## config.mk

```make
export PLATFORM = sky130hd
export DESIGN_NAME = condicionador_chaves
export DESIGN_NICKNAME = d
export VERILOG_FILES = /design/src/rtl/condicionador_chaves_pkg.sv /design/src/rtl/debounce_bit.sv /design/src/rtl/condicionador_chaves.sv
export SDC_FILE = /design/constraint.sdc
export NUM_CORES = 1
export LEC_CHECK = 0
export CAP_MARGIN = 15
export CORE_MARGIN = 2
export CORE_UTILIZATION = 47
export DETAILED_ROUTE_END_ITERATION = 8
export PLACE_DENSITY = 0.72
export SLEW_MARGIN = 20
export SYNTH_ARGS = -nofsm -noshare
export SYNTH_HDL_FRONTEND = slang
export SYNTH_SLANG_ARGS = --single-unit
```

## constraint.sdc

```tcl
create_clock -name clk_2 -period 1.2 [get_ports clk_2]
set_clock_uncertainty 0.1 [all_clocks]
set_input_delay 0.12 -clock clk_2 [delete_from_list [all_inputs] [get_ports clk_2]]
set_output_delay 0.12 -clock clk_2 [all_outputs]
set_load 0.05 [all_outputs]
```

## src/rtl/condicionador_chaves_pkg.sv

```systemverilog
// ============================================================================
// condicionador_chaves_pkg : switch bit map and defaults for the input conditioner
// Rev 1.0
// ============================================================================
`default_nettype none

package condicionador_chaves_pkg;

   localparam int SW_CLEAR  = 0;
   localparam int SW_DOWN   = 1;
   localparam int SW_STEP3  = 2;
   localparam int SW_FREEZE = 3;
   localparam int SW_SAT    = 4;

   localparam int NBITS_SW_DEF        = 5;
   localparam int DEBOUNCE_CYCLES_DEF = 4;
   localparam int TICK_DIV_DEF        = 4;

   // A counter that only ever holds 0 still needs one flop.
   function automatic int width_min1(input int n);
      return (n > 1) ? $clog2(n) : 1;
   endfunction

endpackage

`default_nettype wire

```

## src/rtl/debounce_bit.sv

```systemverilog
// ============================================================================
// debounce_bit : two-flop synchroniser plus hold-time debouncer for one switch
// Rev 1.0
// ============================================================================
`default_nettype none

module debounce_bit
   import condicionador_chaves_pkg::*;
#(
   parameter int DEBOUNCE_CYCLES = DEBOUNCE_CYCLES_DEF
)(
   input  logic clk_i,
   input  logic rst_ni,
   input  logic raw_i,
   output logic clean_o,
   output logic rise_next_o
);

   localparam int              CW       = width_min1(DEBOUNCE_CYCLES + 1);
   localparam logic [CW-1:0]   CNT_LAST = CW'(DEBOUNCE_CYCLES - 1);

   logic          sync1_q;
   logic          sync2_q;
   logic          clean_q;
   logic          clean_d;
   logic [CW-1:0] cnt_q;
   logic [CW-1:0] cnt_d;

   always_comb begin
      clean_d = clean_q;
      cnt_d   = cnt_q;
      if (sync2_q == clean_q) begin
         cnt_d = '0;
      end else if (cnt_q == CNT_LAST) begin
         clean_d = sync2_q;
         cnt_d   = '0;
      end else begin
         cnt_d = cnt_q + CW'(1);
      end
   end

   always_ff @(posedge clk_i or negedge rst_ni) begin
      if (!rst_ni) begin
         sync1_q <= 1'b0;
         sync2_q <= 1'b0;
         clean_q <= 1'b0;
         cnt_q   <= '0;
      end else begin
         sync1_q <= raw_i;
         sync2_q <= sync1_q;
         clean_q <= clean_d;
         cnt_q   <= cnt_d;
      end
   end

   assign clean_o = clean_q;
   // High in the cycle whose closing edge commits a 0->1 change of the clean level.
   assign rise_next_o = ~clean_q & clean_d;

endmodule

`default_nettype wire

```

## src/rtl/condicionador_chaves.sv

```systemverilog
// ============================================================================
// condicionador_chaves : debounced switch levels, rise pulses and count-enable tick
// Rev 1.0
// ============================================================================
`default_nettype none

module condicionador_chaves
   import condicionador_chaves_pkg::*;
#(
   parameter int NBITS_SW        = NBITS_SW_DEF,
   parameter int DEBOUNCE_CYCLES = DEBOUNCE_CYCLES_DEF,
   parameter int TICK_DIV        = TICK_DIV_DEF
)(
   input  logic                clk_2,
   input  logic                reset_n,
   input  logic [NBITS_SW-1:0] sw_raw,
   output logic [NBITS_SW-1:0] sw_clean,
   output logic [NBITS_SW-1:0] sw_rise,
   output logic                tick
);

   localparam int            PW       = width_min1(TICK_DIV);
   localparam logic [PW-1:0] PRE_LAST = PW'(TICK_DIV - 1);

   logic [NBITS_SW-1:0] w_rise_next;
   logic [NBITS_SW-1:0] rise_q;
   logic [PW-1:0]       pre_q;
   logic [PW-1:0]       pre_d;
   logic                tick_q;
   logic                tick_d;

   for (genvar i = 0; i < NBITS_SW; i++) begin : g_bit
      debounce_bit #(
         .DEBOUNCE_CYCLES (DEBOUNCE_CYCLES)
      ) u_debounce (
         .clk_i       (clk_2),
         .rst_ni      (reset_n),
         .raw_i       (sw_raw[i]),
         .clean_o     (sw_clean[i]),
         .rise_next_o (w_rise_next[i])
      );
   end

   // A clear being accepted restarts the tick phase even while frozen.
   always_comb begin
      pre_d  = pre_q;
      tick_d = 1'b0;
      if (w_rise_next[SW_CLEAR]) begin
         pre_d = '0;
      end else if (sw_clean[SW_FREEZE]) begin
         pre_d = pre_q;
      end else if (pre_q == PRE_LAST) begin
         pre_d  = '0;
         tick_d = 1'b1;
      end else begin
         pre_d = pre_q + PW'(1);
      end
   end

   always_ff @(posedge clk_2 or negedge reset_n) begin
      if (!reset_n) begin
         rise_q <= '0;
         pre_q  <= '0;
         tick_q <= 1'b0;
      end else begin
         rise_q <= w_rise_next;
         pre_q  <= pre_d;
         tick_q <= tick_d;
      end
   end

   assign sw_rise = rise_q;
   assign tick    = tick_q;

endmodule

`default_nettype wire

```

==> results of run 1 <==
[metrics by stage]
| stage | setup TNS, ns | utilization | hold WS, ns |
|---|---|---|---|
| final | -0.316 | 0.746 | 0.110 |
| after global routing | -0.976 | 0.746 | 0.0752 |
| after CTS | -0.131 | 0.712 | 0.0939 |
| after detailed placement | -0.561 | 0.625 | -0.000535 |
| after global placement | -0.0558 | 0.625 | -0.00301 |
| after floorplan | -0.00964 | - | -0.276 |
[worst min path at each step]
stage,endpoint,cells after the start,slack [ns],from
2_1_floorplan,g_bit[0].u_debounce.clean_o$_DFF_PN0_,0,-0.28,reset_n
3_3_place_gp,g_bit[4].u_debounce.cnt_q[2]$_DFF_PN0_,2,-0.003,reset_n
3_5_place_dp,g_bit[4].u_debounce.cnt_q[1]$_DFF_PN0_,2,-0.0005,reset_n
4_1_cts,g_bit[3].u_debounce.sync1_q$_DFF_PN0_,1,0.09,sw_raw[3]
5_1_grt,g_bit[1].u_debounce.sync1_q$_DFF_PN0_,1,0.08,sw_raw[1]
6_report,g_bit[3].u_debounce.sync1_q$_DFF_PN0_,1,0.11,sw_raw[3]
[final cells by class]
| type | count | area, um^2 | area share |
|---|---|---|---|
| flip-flops and latches | 38 | 956 | 0.461 |
| multi-input cells | 47 | 528 | 0.254 |
| repair buffers | 40 | 478 | 0.230 |
| clock buffers | 7 | 45.0 | 0.0217 |
| well taps | 31 | 38.8 | 0.0187 |
| clock inverters | 1 | 30.0 | 0.0145 |
[layout by cell type (no fill, tap or decap), types with 5 or more instances in the layout]
| master | count |
|---|---|
| sky130_fd_sc_hd__buf_12 | 12 |
| sky130_fd_sc_hd__ha_2 | 6 |
| sky130_fd_sc_hd__clkdlybuf4s50_1 | 5 |
| sky130_fd_sc_hd__dfrtp_1 | 34 |
| sky130_fd_sc_hd__clkbuf_4 | 5 |
| sky130_fd_sc_hd__buf_4 | 17 |
| sky130_fd_sc_hd__nor3b_2 | 7 |
| sky130_fd_sc_hd__mux2_4 | 5 |
[flip-flops by register name, indices dropped and copies added, names as in the netlist]
signal                    flops
g_bit.u_debounce.cnt_q       15
g_bit.u_debounce.sync2_q      5
g_bit.u_debounce.sync1_q      5
g_bit.u_debounce.clean_o      5
sw_rise                       5
pre_q                         2
tick                          1
[per-layer routing]
| layer | up-vias | wire, um |
|---|---|---|
| met4 | 0 | 80 |
| met2 | 26 | 1260 |
| met3 | 8 | 150 |
| li1 | 387 | - |
| met1 | 402 | 997 |
| met5 | - | 0 |
[power by group]
| group | leakage (uW) | internal (uW) | switching [uW] | total (uW) |
|---|---|---|---|---|
| clock | 0.0000395 | 442 | 389 | 831 |
| sequential | 0.000478 | 1590 | 257 | 1850 |
| combinational | 0.000447 | 1310 | 1000 | 2310 |
[Yosys cell counts]
| master | number | share of area |
|---|---|---|
| sky130_fd_sc_hd__mux2_2 | 5 | 0.040 |
| sky130_fd_sc_hd__nor3_1 | 4 | 0.014 |
| sky130_fd_sc_hd__nor2b_1 | 6 | 0.027 |
| sky130_fd_sc_hd__ha_1 | 6 | 0.054 |
| sky130_fd_sc_hd__nor2_1 | 1 | 0.0027 |
| sky130_fd_sc_hd__buf_4 | 5 | 0.027 |
| sky130_fd_sc_hd__nor3b_1 | 11 | 0.059 |
| sky130_fd_sc_hd__buf_6 | 1 | 0.0081 |
| sky130_fd_sc_hd__nand2b_1 | 1 | 0.0045 |
| sky130_fd_sc_hd__nand2_1 | 1 | 0.0027 |
| sky130_fd_sc_hd__a21oi_2 | 1 | 0.0063 |
| sky130_fd_sc_hd__or3_1 | 1 | 0.0045 |
| sky130_fd_sc_hd__xnor2_1 | 5 | 0.031 |
| sky130_fd_sc_hd__and3b_1 | 3 | 0.019 |
| sky130_fd_sc_hd__mux2i_1 | 1 | 0.0072 |
| sky130_fd_sc_hd__dfrtp_1 | 38 | 0.68 |
| sky130_fd_sc_hd__and4bb_2 | 1 | 0.0090 |
[critical path, stage by stage (launching register included)]
cell and delay (ns):
sky130_fd_sc_hd__dfrtp_1 0.38, sky130_fd_sc_hd__ha_2 0.19, sky130_fd_sc_hd__nor2b_4 0.17, sky130_fd_sc_hd__mux2_4 0.30
[logic make-up (layout without fill, tap and decap cells)]
| kind of cell | Yosys count | after routing |
|---|---|---|
| DFF | 38 | 38 |
| and+or+nand+nor | 29 | 29 |
| adders and majority gates | 6 | 6 |
| muxes | 6 | 6 |
| buffers and inverters | 6 | 48 |
| xor gates and xnor gates | 5 | 5 |
| AOI/OAI and AO/OA | 1 | 1 |
[timing repair]
item,in CTS,in global routing
pin swaps,5,4
setup buffers,12,4
gates cloned,0,0
hold endpoints to repair,38,0
hold buffers,1,0
endpoints found under the setup margin,17,24
resized for setup,19,14
==> results_tabular.tex, run 1 <==
\begin{tabular}{lr}
\hline
Metric & Value \\
\hline
\multicolumn{2}{l}{\textbf{Run status}} \\
\quad Result of the run & finished with violations \\
\quad Failing checks & setup timing \\
\multicolumn{2}{l}{\textbf{Cells and area}} \\
\quad Post-layout instance count excluding filler cells & between 150 and 200 \\
\quad Count of filler cells inserted in the layout & about 170 \\
\quad Area growth, synth to finish & 49.1\% \\
\quad \# diodes & 0 \\
\quad Finished layout cell area & slightly above 2000 um\^{}2 \\
\quad Layout cell share with drive strength beyond 1 & 0.549 \\
\quad Net count of the finished layout & 145 \\
\multicolumn{2}{l}{\textbf{STA}} \\
\quad Worst slew slack as a fraction of its limit & 0.771 \\
\quad Pin slew with the least headroom to its limit & 0.342 ns \\
\quad Tcrit/Tclk final & 1.04 \\
\quad Max Freq & between 700 and 800 MHz \\
\quad Endpoints failing hold & 0 \\
\quad RSZ-0062 raised after global routing & yes \\
\quad Final worst slack & -0.0504 ns \\
\quad Final number of max-transition violations & 0 \\
\quad Final min period & 1.25 ns \\
\quad \# setup viols final & 9 \\
\multicolumn{2}{l}{\textbf{Die}} \\
\quad Initial core utilization & 0.501 \\
\quad Std-Cell Core Area & 2780 um\^{}2 \\
\quad Die area & 3410 um\^{}2 \\
\quad Chip width & 58.4 um \\
\quad Ports placed on the boundary & 18 \\
\quad Site Rows & 19 \\
\quad Vert. Die Dim & approximately 60 um \\
\multicolumn{2}{l}{\textbf{Detailed routing}} \\
\quad Antenna viol nets, final & 0 \\
\quad Initial DRC Count & 17 \\
\quad DR vias/cell & approximately 5 \\
\quad Detailed-route via count & 823 \\
\quad Final WL & 2490 um \\
\quad First-pass DRT Iterations & 3 \\
\quad Post-route DRC & 0 \\
\quad DR WL/cell & about 15 um \\
\multicolumn{2}{l}{\textbf{Placement}} \\
\quad Post-DP HPWL & 1440 um \\
\quad RD Place Congestion & 0.709 \\
\quad Number of port buffers & 17 \\
\quad Post-DP Area & 1740 um\^{}2 \\
\quad Total placed cells including tap cells & 139 \\
\quad Worst setup slack before clock tree synthesis & -0.0728 ns \\
\multicolumn{2}{l}{\textbf{Worst setup path}} \\
\quad Critical register-to-register path startpoint & g\_bit[2].u\_debounce.cnt\_q[0]\$\_DFF\_PN0\_ \\
\quad Worst Path Arrival & 1.38 ns \\
\quad Peak fanout along the critical path & 2 \\
\quad Kind of start point of the critical path & flop \\
\quad Critical path capture point type & flop \\
\quad Reg2reg end & g\_bit[2].u\_debounce.clean\_o\$\_DFF\_PN0\_ \\
\quad Capture point of the critical path & g\_bit[2].u\_debounce.clean\_o\$\_DFF\_PN0\_ \\
\quad Required time at the endpoint of the critical path & 1.33 ns \\
\quad Type of the setup path with the least slack & reg -> reg \\
\quad Worst Reg2Reg Path Length in Cells & 3 \\
\quad Setup slack of the worst register-to-register path & -0.05 ns \\
\quad Launching element of the worst setup path & g\_bit[2].u\_debounce.cnt\_q[0]\$\_DFF\_PN0\_ \\
\multicolumn{2}{l}{\textbf{Logic synthesis}} \\
\quad Combinational family with the most area after synthesis & simple AND/OR/NAND/NOR gates \\
\quad Syn Nets & around 100 \\
\quad Share of the synthesized netlist area taken by xor and xnor gates & 0.0314 \\
\quad Simple-gate share of the synthesized area & 0.143 \\
\quad Mean post-synth cell area & 15.3 um\^{}2 \\
\quad Flip-flop and latch count after synthesis & 38 \\
\quad Number of warnings issued by yosys & 0 \\
\quad Share of cell area taken by muxes after synthesis & 0.0476 \\
\quad Portion of the post-synthesis area used by sequential elements & 0.683 \\
\quad Cell variety after synth & 17 \\
\quad Cells after Synth & 91 \\
\quad Post-Synthesis Cell Area & $\sim$1400 um\^{}2 \\
\quad Compound-gate portion of the synthesized area & 0.00629 \\
\quad Post-synthesis adder-cell area fraction & 0.0539 \\
\multicolumn{2}{l}{\textbf{Global route}} \\
\quad GR Overflow Total & 0 \\
\quad Total GRT Usage & 0.164 \\
\quad Met3 track demand over resource in global routing & 0.0725 \\
\quad Number of antenna violations at the first check in global routing & 0 \\
\quad Number of global-route vias before repair & around 850 \\
\quad Global-route track usage on met1 & 0.183 \\
\quad Met2 Resource Use GR & 0.249 \\
\quad Most Crowded Layer GR & met2 \\
\quad First-pass GRT wire length & $\sim$3800 um \\
\quad Largest net degree at the start of global routing & 39 \\
\multicolumn{2}{l}{\textbf{Clock tree}} \\
\quad Worst-Skew Late Latency & 0.34 ns \\
\quad Clock tree from TritonCTS & done \\
\quad Clock transition at the register clock pins on the worst setup and hold paths after CTS & 0.10 ns \\
\quad Number of buffers created by CTS & 5 \\
\quad Number of H-tree levels & 2 \\
\quad Clock root cell & sky130\_fd\_sc\_hd\_\_clkbuf\_4 \\
\quad Number of clock sinks & 38 \\
\quad Max clock buf depth & 2 \\
\multicolumn{2}{l}{\textbf{Flow run}} \\
\quad Max\_cap viols & 0 \\
\multicolumn{2}{l}{\textbf{Power}} \\
\quad IR drop worst, VDD & 0.00199 V \\
\quad Power consumption & $\sim$5000 uW \\
\quad Static power due to leakage & 0.000964 uW \\
\quad Power density cells & 2400 nW/um\^{}2 \\
\multicolumn{2}{l}{\textbf{Min path}} \\
\quad Hold/Removal Path Class & in -> reg \\
\hline
\end{tabular}
No activity file was read; power rests on OpenSTA's default activity.
==> run 2, diff against run 1 <==
--- a/config.mk
+++ b/config.mk
@@ -6,9 +6,9 @@
 export NUM_CORES = 1
 export LEC_CHECK = 0
 export CAP_MARGIN = 15
-export CORE_MARGIN = 2
 export CORE_UTILIZATION = 47
 export DETAILED_ROUTE_END_ITERATION = 8
+export HOLD_SLACK_MARGIN = 0.05
 export PLACE_DENSITY = 0.72
 export SLEW_MARGIN = 20
 export SYNTH_ARGS = -nofsm -noshare
==> run 2 against run 1 <==
  * Sequential power about the same
  * Largest power group unchanged
  * Largest cell class unchanged
  * Fmax decreased by 1.6%
  * Routed wire length decreased by 0.40%
  * Worst setup slack got worse by 0.020 ns
  * Cell count decreased by 0.61%
  * Register-to-register slack got worse by 0.02 ns
  * Final area decreased by 1.1%
  * The run still ends with setup timing left
  * Hold slack got worse by 0.0029 ns
==> results_tabular.tex, run 2 (synthesis gave the netlist of run 1 again) <==
\begin{tabular}{lr}
\hline
Metric & Value \\
\hline
\multicolumn{2}{l}{\textbf{Detailed routing}} \\
\quad Antenna viol nets, final & 0 \\
\quad Post-route DRC & 0 \\
\quad First-pass DRT Iterations & 3 \\
\quad Initial DRC Count & 18 \\
\quad DR vias/cell & 4.98 \\
\quad DR WL/cell & between 15 and 20 um \\
\quad Final WL & 2480 um \\
\quad Detailed-route via count & 812 \\
\multicolumn{2}{l}{\textbf{Min path}} \\
\quad Hold/Removal Path Class & in -> reg \\
\multicolumn{2}{l}{\textbf{Global route}} \\
\quad First-pass GRT wire length & 3870 um \\
\quad Number of global-route vias before repair & a little under 900 \\
\quad Total GRT Usage & 0.169 \\
\quad GR Overflow Total & 0 \\
\quad Number of antenna violations at the first check in global routing & 0 \\
\quad Largest net degree at the start of global routing & 39 \\
\multicolumn{2}{l}{\textbf{Worst setup path}} \\
\quad Crit path cell chain & ha\_2, nor2b\_4, mux2\_4 \\
\quad Buffers and inverters on the worst path & 0 \\
\quad Type of the setup path with the least slack & reg -> reg \\
\quad Peak fanout along the critical path & 3 \\
\quad Critical register-to-register path startpoint & g\_bit[2].u\_debounce.cnt\_q[0]\$\_DFF\_PN0\_ \\
\quad Worst Reg2Reg Path Length in Cells & 3 \\
\quad Critical path capture point type & flop \\
\quad Required time at the endpoint of the critical path & 1.33 ns \\
\quad Delay of the slowest cell on the worst path & $\sim$0.38 ns \\
\quad Capture point of the critical path & g\_bit[2].u\_debounce.clean\_o\$\_DFF\_PN0\_ \\
\quad Slowest cell on the critical path & sky130\_fd\_sc\_hd\_\_dfrtp\_1 \\
\quad Delay-heaviest family, CP & flip-flops \\
\quad Kind of start point of the critical path & flop \\
\quad Reg2reg end & g\_bit[2].u\_debounce.clean\_o\$\_DFF\_PN0\_ \\
\quad Launching element of the worst setup path & g\_bit[2].u\_debounce.cnt\_q[0]\$\_DFF\_PN0\_ \\
\quad Worst Path Arrival & roughly 1.4 ns \\
\quad Setup slack of the worst register-to-register path & -0.07 ns \\
\quad Number of cells on the critical path & 3 \\
\multicolumn{2}{l}{\textbf{Clock tree}} \\
\quad Clock tree from TritonCTS & done \\
\quad Max clock buf depth & 2 \\
\quad Clock transition at the register clock pins on the worst setup and hold paths after CTS & around 0.11 ns \\
\quad Clock root cell & sky130\_fd\_sc\_hd\_\_clkbuf\_4 \\
\quad Number of H-tree levels & 2 \\
\quad Worst-Skew Late Latency & approximately 0.34 ns \\
\quad Number of buffers created by CTS & 5 \\
\quad Number of clock sinks & 38 \\
\multicolumn{2}{l}{\textbf{Flow run}} \\
\quad Max\_cap viols & 0 \\
\multicolumn{2}{l}{\textbf{Power}} \\
\quad Internal power & 3200 uW \\
\quad IR drop worst, VDD & between 0.0015 and 0.002 V \\
\quad Portion of total power attributed to the clock network & 0.141 \\
\quad Power density cells & 2370 nW/um\^{}2 \\
\quad Part of the power in combinational logic & 0.479 \\
\quad Switching power of the nets & 1670 uW \\
\quad Switching share of total power & 0.344 \\
\quad Part of the total power dissipated in sequential elements & 0.379 \\
\quad Static power due to leakage & 0.000948 uW \\
\multicolumn{2}{l}{\textbf{Placement}} \\
\quad RD Place Congestion & 0.751 \\
\quad Post-DP Area & 1740 um\^{}2 \\
\quad Number of port buffers & 17 \\
\quad Post-DP HPWL & about 1400 um \\
\multicolumn{2}{l}{\textbf{STA}} \\
\quad Worst hold slack across all endpoints & $\sim$0.11 ns \\
\quad RSZ-0062 raised after global routing & yes \\
\quad Setup tns final & -0.295 ns \\
\quad Tcrit/Tclk final & 1.06 \\
\quad Pin slew with the least headroom to its limit & 0.410 ns \\
\quad Max Freq & $\sim$790 MHz \\
\quad \# setup viols final & 7 \\
\quad Endpoints failing hold & 0 \\
\quad Worst slew slack as a fraction of its limit & 0.725 \\
\quad Final min period & 1.27 ns \\
\quad Final number of max-transition violations & 0 \\
\quad Final worst slack & -0.0703 ns \\
\multicolumn{2}{l}{\textbf{Cells and area}} \\
\quad Area growth, synth to finish & 47.3\% \\
\quad \# diodes & 0 \\
\quad Largest register by flop count & g\_bit.u\_debounce.cnt\_q \\
\quad Most common cell after layout, fill and taps aside & sky130\_fd\_sc\_hd\_\_dfrtp\_1 \\
\quad Net count of the finished layout & 144 \\
\quad Finished layout cell area & 2050 um\^{}2 \\
\quad Count of filler cells inserted in the layout & 176 \\
\quad Fraction of the core area covered by cells at the end of the flow & 0.738 \\
\quad Layout cell share with drive strength beyond 1 & 0.576 \\
\quad Most used cells in the layout excluding fill and tap cells & sky130\_fd\_sc\_hd\_\_dfrtp\_1 (34), sky130\_fd\_sc\_hd\_\_buf\_4 (18), sky130\_fd\_sc\_hd\_\_buf\_12 (12) \\
\quad Number of flip-flops under the largest register name & 15 \\
\multicolumn{2}{l}{\textbf{Run status}} \\
\quad Failing checks & setup timing \\
\quad Result of the run & finished with violations \\
\multicolumn{2}{l}{\textbf{Die}} \\
\quad Chip width & 56.4 um \\
\quad Die area & 3180 um\^{}2 \\
\quad Ports placed on the boundary & 18 \\
\quad Initial core utilization & 0.501 \\
\quad Std-Cell Core Area & 2780 um\^{}2 \\
\quad Vert. Die Dim & around 56 um \\
\quad Site Rows & 19 \\
\hline
\end{tabular}
[run 2: cell count changes in the layout (fill, tap and decap cells not counted), sizes merged]
cell,delta
buf,-1
bufinv,-1
clkbuf,-1
clkinv,+1
clkinvlp,+1
[run 2: worst reg2reg max path, stage by stage, from the launching register on]
cell	delay, ns
sky130_fd_sc_hd__dfrtp_1	0.38
sky130_fd_sc_hd__ha_2	0.20
sky130_fd_sc_hd__nor2b_4	0.19
sky130_fd_sc_hd__mux2_4	0.31
[run 2: area by class of cell]
cell class	instances	area [um^2]	area share
Timing Repair Buffer	39	463	0.226
Sequential cell	38	956	0.466
Clock buffer	6	51.3	0.0250
Clock inverter	2	12.5	0.00610
Tap cell	31	38.8	0.0189
Multi-Input combinational cell	47	531	0.259
[run 2: layer usage]
layer	share of wire	vias up	global-route usage	wire length, um
met5	0	-	0	0
met2	0.56	17	0.261	1380
met4	0.0077	0	0.0941	19
li1	-	383	-	-
met3	0.043	2	0.0922	106
met1	0.39	410	0.186	977
[run 2: repair_timing]
action                                 in CTS  in global routing
gates cloned                                0                  0
endpoints found under the hold margin      38                  0
buffers inserted                            9                  6
gates resized for setup                    14                 18
setup endpoints to repair                  13                 21
hold buffers                                1                  0
pin swaps                                   7                  4
[run 2: worst min-delay path by stage]
stage / start / end / cells after the start
after global routing: sw_raw[1] / g_bit[1].u_debounce.sync1_q$_DFF_PN0_ / 1
after CTS: sw_raw[0] / g_bit[0].u_debounce.sync1_q$_DFF_PN0_ / 1
after detailed placement: reset_n / g_bit[0].u_debounce.cnt_q[2]$_DFF_PN0_ / 2
final: sw_raw[0] / g_bit[0].u_debounce.sync1_q$_DFF_PN0_ / 1
after floorplan: reset_n / g_bit[0].u_debounce.clean_o$_DFF_PN0_ / 0
after global placement: reset_n / sw_rise[4]$_DFF_PN0_ / 2
[run 2: metrics by stage]
| step | total power [uW] | instances | worst slack, ns |
|---|---|---|---|
| after floorplan | 2900 | 91 | -0.00964 |
| after global placement | 3460 | 139 | -0.0281 |
| after detailed placement | 3550 | 139 | -0.114 |
| after CTS | 4510 | 157 | -0.0463 |
| after global routing | 5130 | 163 | -0.105 |
| final | 4870 | 163 | -0.0703 |
[run 2: power by group through the flow]
| stage | clock, uW | combinational [uW] | sequential (uW) |
|---|---|---|---|
| after floorplan | 0 | 1070 | 1830 |
| after global placement | 0 | 1620 | 1830 |
| after detailed placement | 0 | 1690 | 1860 |
| after CTS | 710 | 1980 | 1820 |
| after global routing | 779 | 2470 | 1880 |
| final | 689 | 2340 | 1850 |
==> run 3, diff against run 2 <==
--- a/config.mk
+++ b/config.mk
@@ -8,9 +8,9 @@
 export CAP_MARGIN = 15
 export CORE_UTILIZATION = 47
 export DETAILED_ROUTE_END_ITERATION = 8
+export GPL_TIMING_DRIVEN = 0
 export HOLD_SLACK_MARGIN = 0.05
 export PLACE_DENSITY = 0.72
-export SLEW_MARGIN = 20
 export SYNTH_ARGS = -nofsm -noshare
 export SYNTH_HDL_FRONTEND = slang
 export SYNTH_SLANG_ARGS = --single-unit
==> run 3 against run 2 <==
  * The flow still finishes with violations (setup timing)
  * Clock power rose by 58%
  * Die area did not move
  * Fmax is 0.92% higher
  * Register-to-register slack better by 0.02 ns
  * Flip-flop and latch count unchanged
  * Sequential power decreased by 4%
  * Count of clock-buffer cells in the layout decreased by 1
  * Highest routed layer unchanged
==> results_tabular.tex, run 3 (synthesis gave the netlist of run 1 again) <==
\begin{tabular}{lr}
\hline
Metric & Value \\
\hline
\multicolumn{2}{l}{\textbf{Run status}} \\
\quad Result of the run & finished with violations \\
\quad Failing checks & setup timing \\
\multicolumn{2}{l}{\textbf{Global route}} \\
\quad Total GRT Usage & 0.166 \\
\quad Number of antenna violations at the first check in global routing & 0 \\
\quad Number of global-route vias before repair & 864 \\
\quad First-pass GRT wire length & 3830 um \\
\quad Largest net degree at the start of global routing & 39 \\
\quad GR Overflow Total & 0 \\
\multicolumn{2}{l}{\textbf{STA}} \\
\quad Endpoints failing hold & 0 \\
\quad Setup tns final & -0.257 ns \\
\quad Final worst slack & -0.0587 ns \\
\quad Max Freq & 794 MHz \\
\quad Final min period & 1.26 ns \\
\quad Tcrit/Tclk final & 1.05 \\
\quad RSZ-0062 raised after global routing & yes \\
\quad Final number of max-transition violations & 0 \\
\quad Pin slew with the least headroom to its limit & approximately 0.81 ns \\
\quad \# setup viols final & 6 \\
\quad Worst slew slack as a fraction of its limit & 0.462 \\
\quad Worst hold slack across all endpoints & 0.0898 ns \\
\multicolumn{2}{l}{\textbf{Die}} \\
\quad Std-Cell Core Area & 2780 um\^{}2 \\
\quad Site Rows & 19 \\
\quad Chip width & 56.4 um \\
\quad Initial core utilization & 0.501 \\
\quad Vert. Die Dim & 56.4 um \\
\quad Ports placed on the boundary & 18 \\
\quad Die area & 3180 um\^{}2 \\
\multicolumn{2}{l}{\textbf{Placement}} \\
\quad Worst setup slack before clock tree synthesis & -0.308 ns \\
\quad RD Place Congestion & 0.677 \\
\quad Number of port buffers & 17 \\
\quad Post-DP HPWL & 1310 um \\
\multicolumn{2}{l}{\textbf{Detailed routing}} \\
\quad DR WL/cell & roughly 14 um \\
\quad First-pass DRT Iterations & 4 \\
\quad Initial DRC Count & 16 \\
\quad Post-route DRC & 0 \\
\quad DR vias/cell & roughly 5 \\
\quad Antenna viol nets, final & 0 \\
\quad Final WL & 2340 um \\
\quad Detailed-route via count & 824 \\
\multicolumn{2}{l}{\textbf{Cells and area}} \\
\quad Number of flip-flops under the largest register name & 15 \\
\quad Layout cell share with drive strength beyond 1 & 0.564 \\
\quad \# diodes & 0 \\
\quad Area growth, synth to finish & 45.3\% \\
\quad Largest register by flop count & g\_bit.u\_debounce.cnt\_q \\
\quad Most used cells in the layout excluding fill and tap cells & sky130\_fd\_sc\_hd\_\_dfrtp\_1 (38), sky130\_fd\_sc\_hd\_\_buf\_4 (17), sky130\_fd\_sc\_hd\_\_clkbuf\_4 (7) \\
\quad Count of filler cells inserted in the layout & 179 \\
\quad Net count of the finished layout & roughly 150 \\
\quad Most common cell after layout, fill and taps aside & sky130\_fd\_sc\_hd\_\_dfrtp\_1 \\
\multicolumn{2}{l}{\textbf{Worst setup path}} \\
\quad Worst Path Arrival & between 1 and 1.5 ns \\
\quad Critical path capture point type & output port \\
\quad Capture point of the critical path & sw\_clean[3] \\
\quad Kind of start point of the critical path & flop \\
\quad Setup slack of the worst register-to-register path & -0.05 ns \\
\quad Type of the setup path with the least slack & reg -> out \\
\quad Critical register-to-register path startpoint & g\_bit[2].u\_debounce.cnt\_q[0]\$\_DFF\_PN0\_ \\
\quad Worst Reg2Reg Path Length in Cells & 3 \\
\quad Peak fanout along the critical path & 2 \\
\quad Required time at the endpoint of the critical path & 0.98 ns \\
\quad Reg2reg end & g\_bit[2].u\_debounce.clean\_o\$\_DFF\_PN0\_ \\
\quad Launching element of the worst setup path & g\_bit[3].u\_debounce.clean\_o\$\_DFF\_PN0\_ \\
\multicolumn{2}{l}{\textbf{Clock tree}} \\
\quad Clock root cell & sky130\_fd\_sc\_hd\_\_clkbuf\_4 \\
\quad Number of H-tree levels & 2 \\
\quad Number of buffers created by CTS & 5 \\
\quad Max clock buf depth & 2 \\
\quad Number of clock sinks & 38 \\
\quad Worst-Skew Late Latency & 0.35 ns \\
\quad Clock transition at the register clock pins on the worst setup and hold paths after CTS & 0.12 ns \\
\quad Clock tree from TritonCTS & done \\
\multicolumn{2}{l}{\textbf{Power}} \\
\quad IR drop worst, VDD & 0.00247 V \\
\quad Switching share of total power & 0.325 \\
\quad Static power due to leakage & 0.000969 uW \\
\quad Power consumption & 5130 uW \\
\quad Part of the total power dissipated in sequential elements & 0.346 \\
\quad Switching power of the nets & roughly 1700 uW \\
\quad Power density cells & roughly 2500 nW/um\^{}2 \\
\quad Part of the power in combinational logic & 0.442 \\
\quad Portion of total power attributed to the clock network & 0.212 \\
\quad Internal power & 3470 uW \\
\multicolumn{2}{l}{\textbf{Min path}} \\
\quad Hold/Removal Path Class & in -> reg \\
\multicolumn{2}{l}{\textbf{Flow run}} \\
\quad Max\_cap viols & 0 \\
\hline
\end{tabular}
[run 3: cell count changes in the layout (fill, tap and decap cells not counted), moves of 2 or more]
cell	change
sky130_fd_sc_hd__buf_12	-12
sky130_fd_sc_hd__buf_8	+5
sky130_fd_sc_hd__buf_6	+4
sky130_fd_sc_hd__dfrtp_1	+4
sky130_fd_sc_hd__dfrtp_2	-4
sky130_fd_sc_hd__buf_2	+3
sky130_fd_sc_hd__xnor2_1	-3
sky130_fd_sc_hd__xnor2_2	+3
sky130_fd_sc_hd__bufinv_16	+2
sky130_fd_sc_hd__clkbuf_4	+2
[run 3: timing repair]
item | CTS | global route
setup endpoints to repair | 18 | 26
pin swaps | 6 | 6
endpoints found under the hold margin | 38 | 0
resized for setup | 86 | 22
buffers inserted | 15 | 4
hold buffers | 1 | 0
[run 3: worst min-delay path by stage]
stage | from | to | slack, ns | cells past startpoint
floorplan | reset_n | g_bit[0].u_debounce.clean_o$_DFF_PN0_ | -0.28 | 0
global placement | g_bit[1].u_debounce.sync1_q$_DFF_PN0_ | g_bit[1].u_debounce.sync2_q$_DFF_PN0_ | 0.23 | 0
detailed placement | reset_n | g_bit[1].u_debounce.cnt_q[2]$_DFF_PN0_ | 0.16 | 1
CTS | sw_raw[1] | g_bit[1].u_debounce.sync1_q$_DFF_PN0_ | 0.09 | 1
global route | sw_raw[4] | g_bit[4].u_debounce.sync1_q$_DFF_PN0_ | 0.07 | 1
finish | sw_raw[1] | g_bit[1].u_debounce.sync1_q$_DFF_PN0_ | 0.09 | 1
[run 3: final cells by class]
class	count	area, um^2	area share
Clock buffer	5	37.5	0.0186
Sequential cell	38	951	0.470
Buffer	3	33.8	0.0167
Tap cell	31	38.8	0.0192
Timing Repair Buffer	37	332	0.164
Multi-Input combinational cell	47	562	0.278
Clock inverter	3	68.8	0.0340
[run 3: per-layer routing]
| metal | vias to the layer above | routed length [um] | track usage |
|---|---|---|---|
| li1 | 386 | - | - |
| met1 | 416 | 951 | 0.184 |
| met2 | 15 | 1230 | 0.274 |
| met3 | 7 | 111 | 0.0760 |
| met4 | 0 | 48 | 0.0732 |
| met5 | - | 0 | 0 |
[run 3: worst max-delay path, cell delays in order (launching register included)]
cell	delay, ns
sky130_fd_sc_hd__dfrtp_1	0.42
sky130_fd_sc_hd__buf_6	0.13
sky130_fd_sc_hd__buf_8	0.14
[run 3: metrics by stage]
step,cell area (um^2),std cells,utilization
after floorplan,1420,91,-
after global placement,1620,139,0.584
after detailed placement,1620,139,0.582
after CTS,1880,160,0.677
after global routing,2020,164,0.727
final,2020,164,0.727
[run 3: power groups by stage]
stage | Combinational, uW | Clock, uW | Sequential (uW)
final | 2270 | 1090 | 1780
after global routing | 2430 | 1160 | 1810
after CTS | 1950 | 1100 | 1760
after detailed placement | 1520 | 0 | 1800
after global placement | 1460 | 0 | 1770
after floorplan | 1070 | 0 | 1830
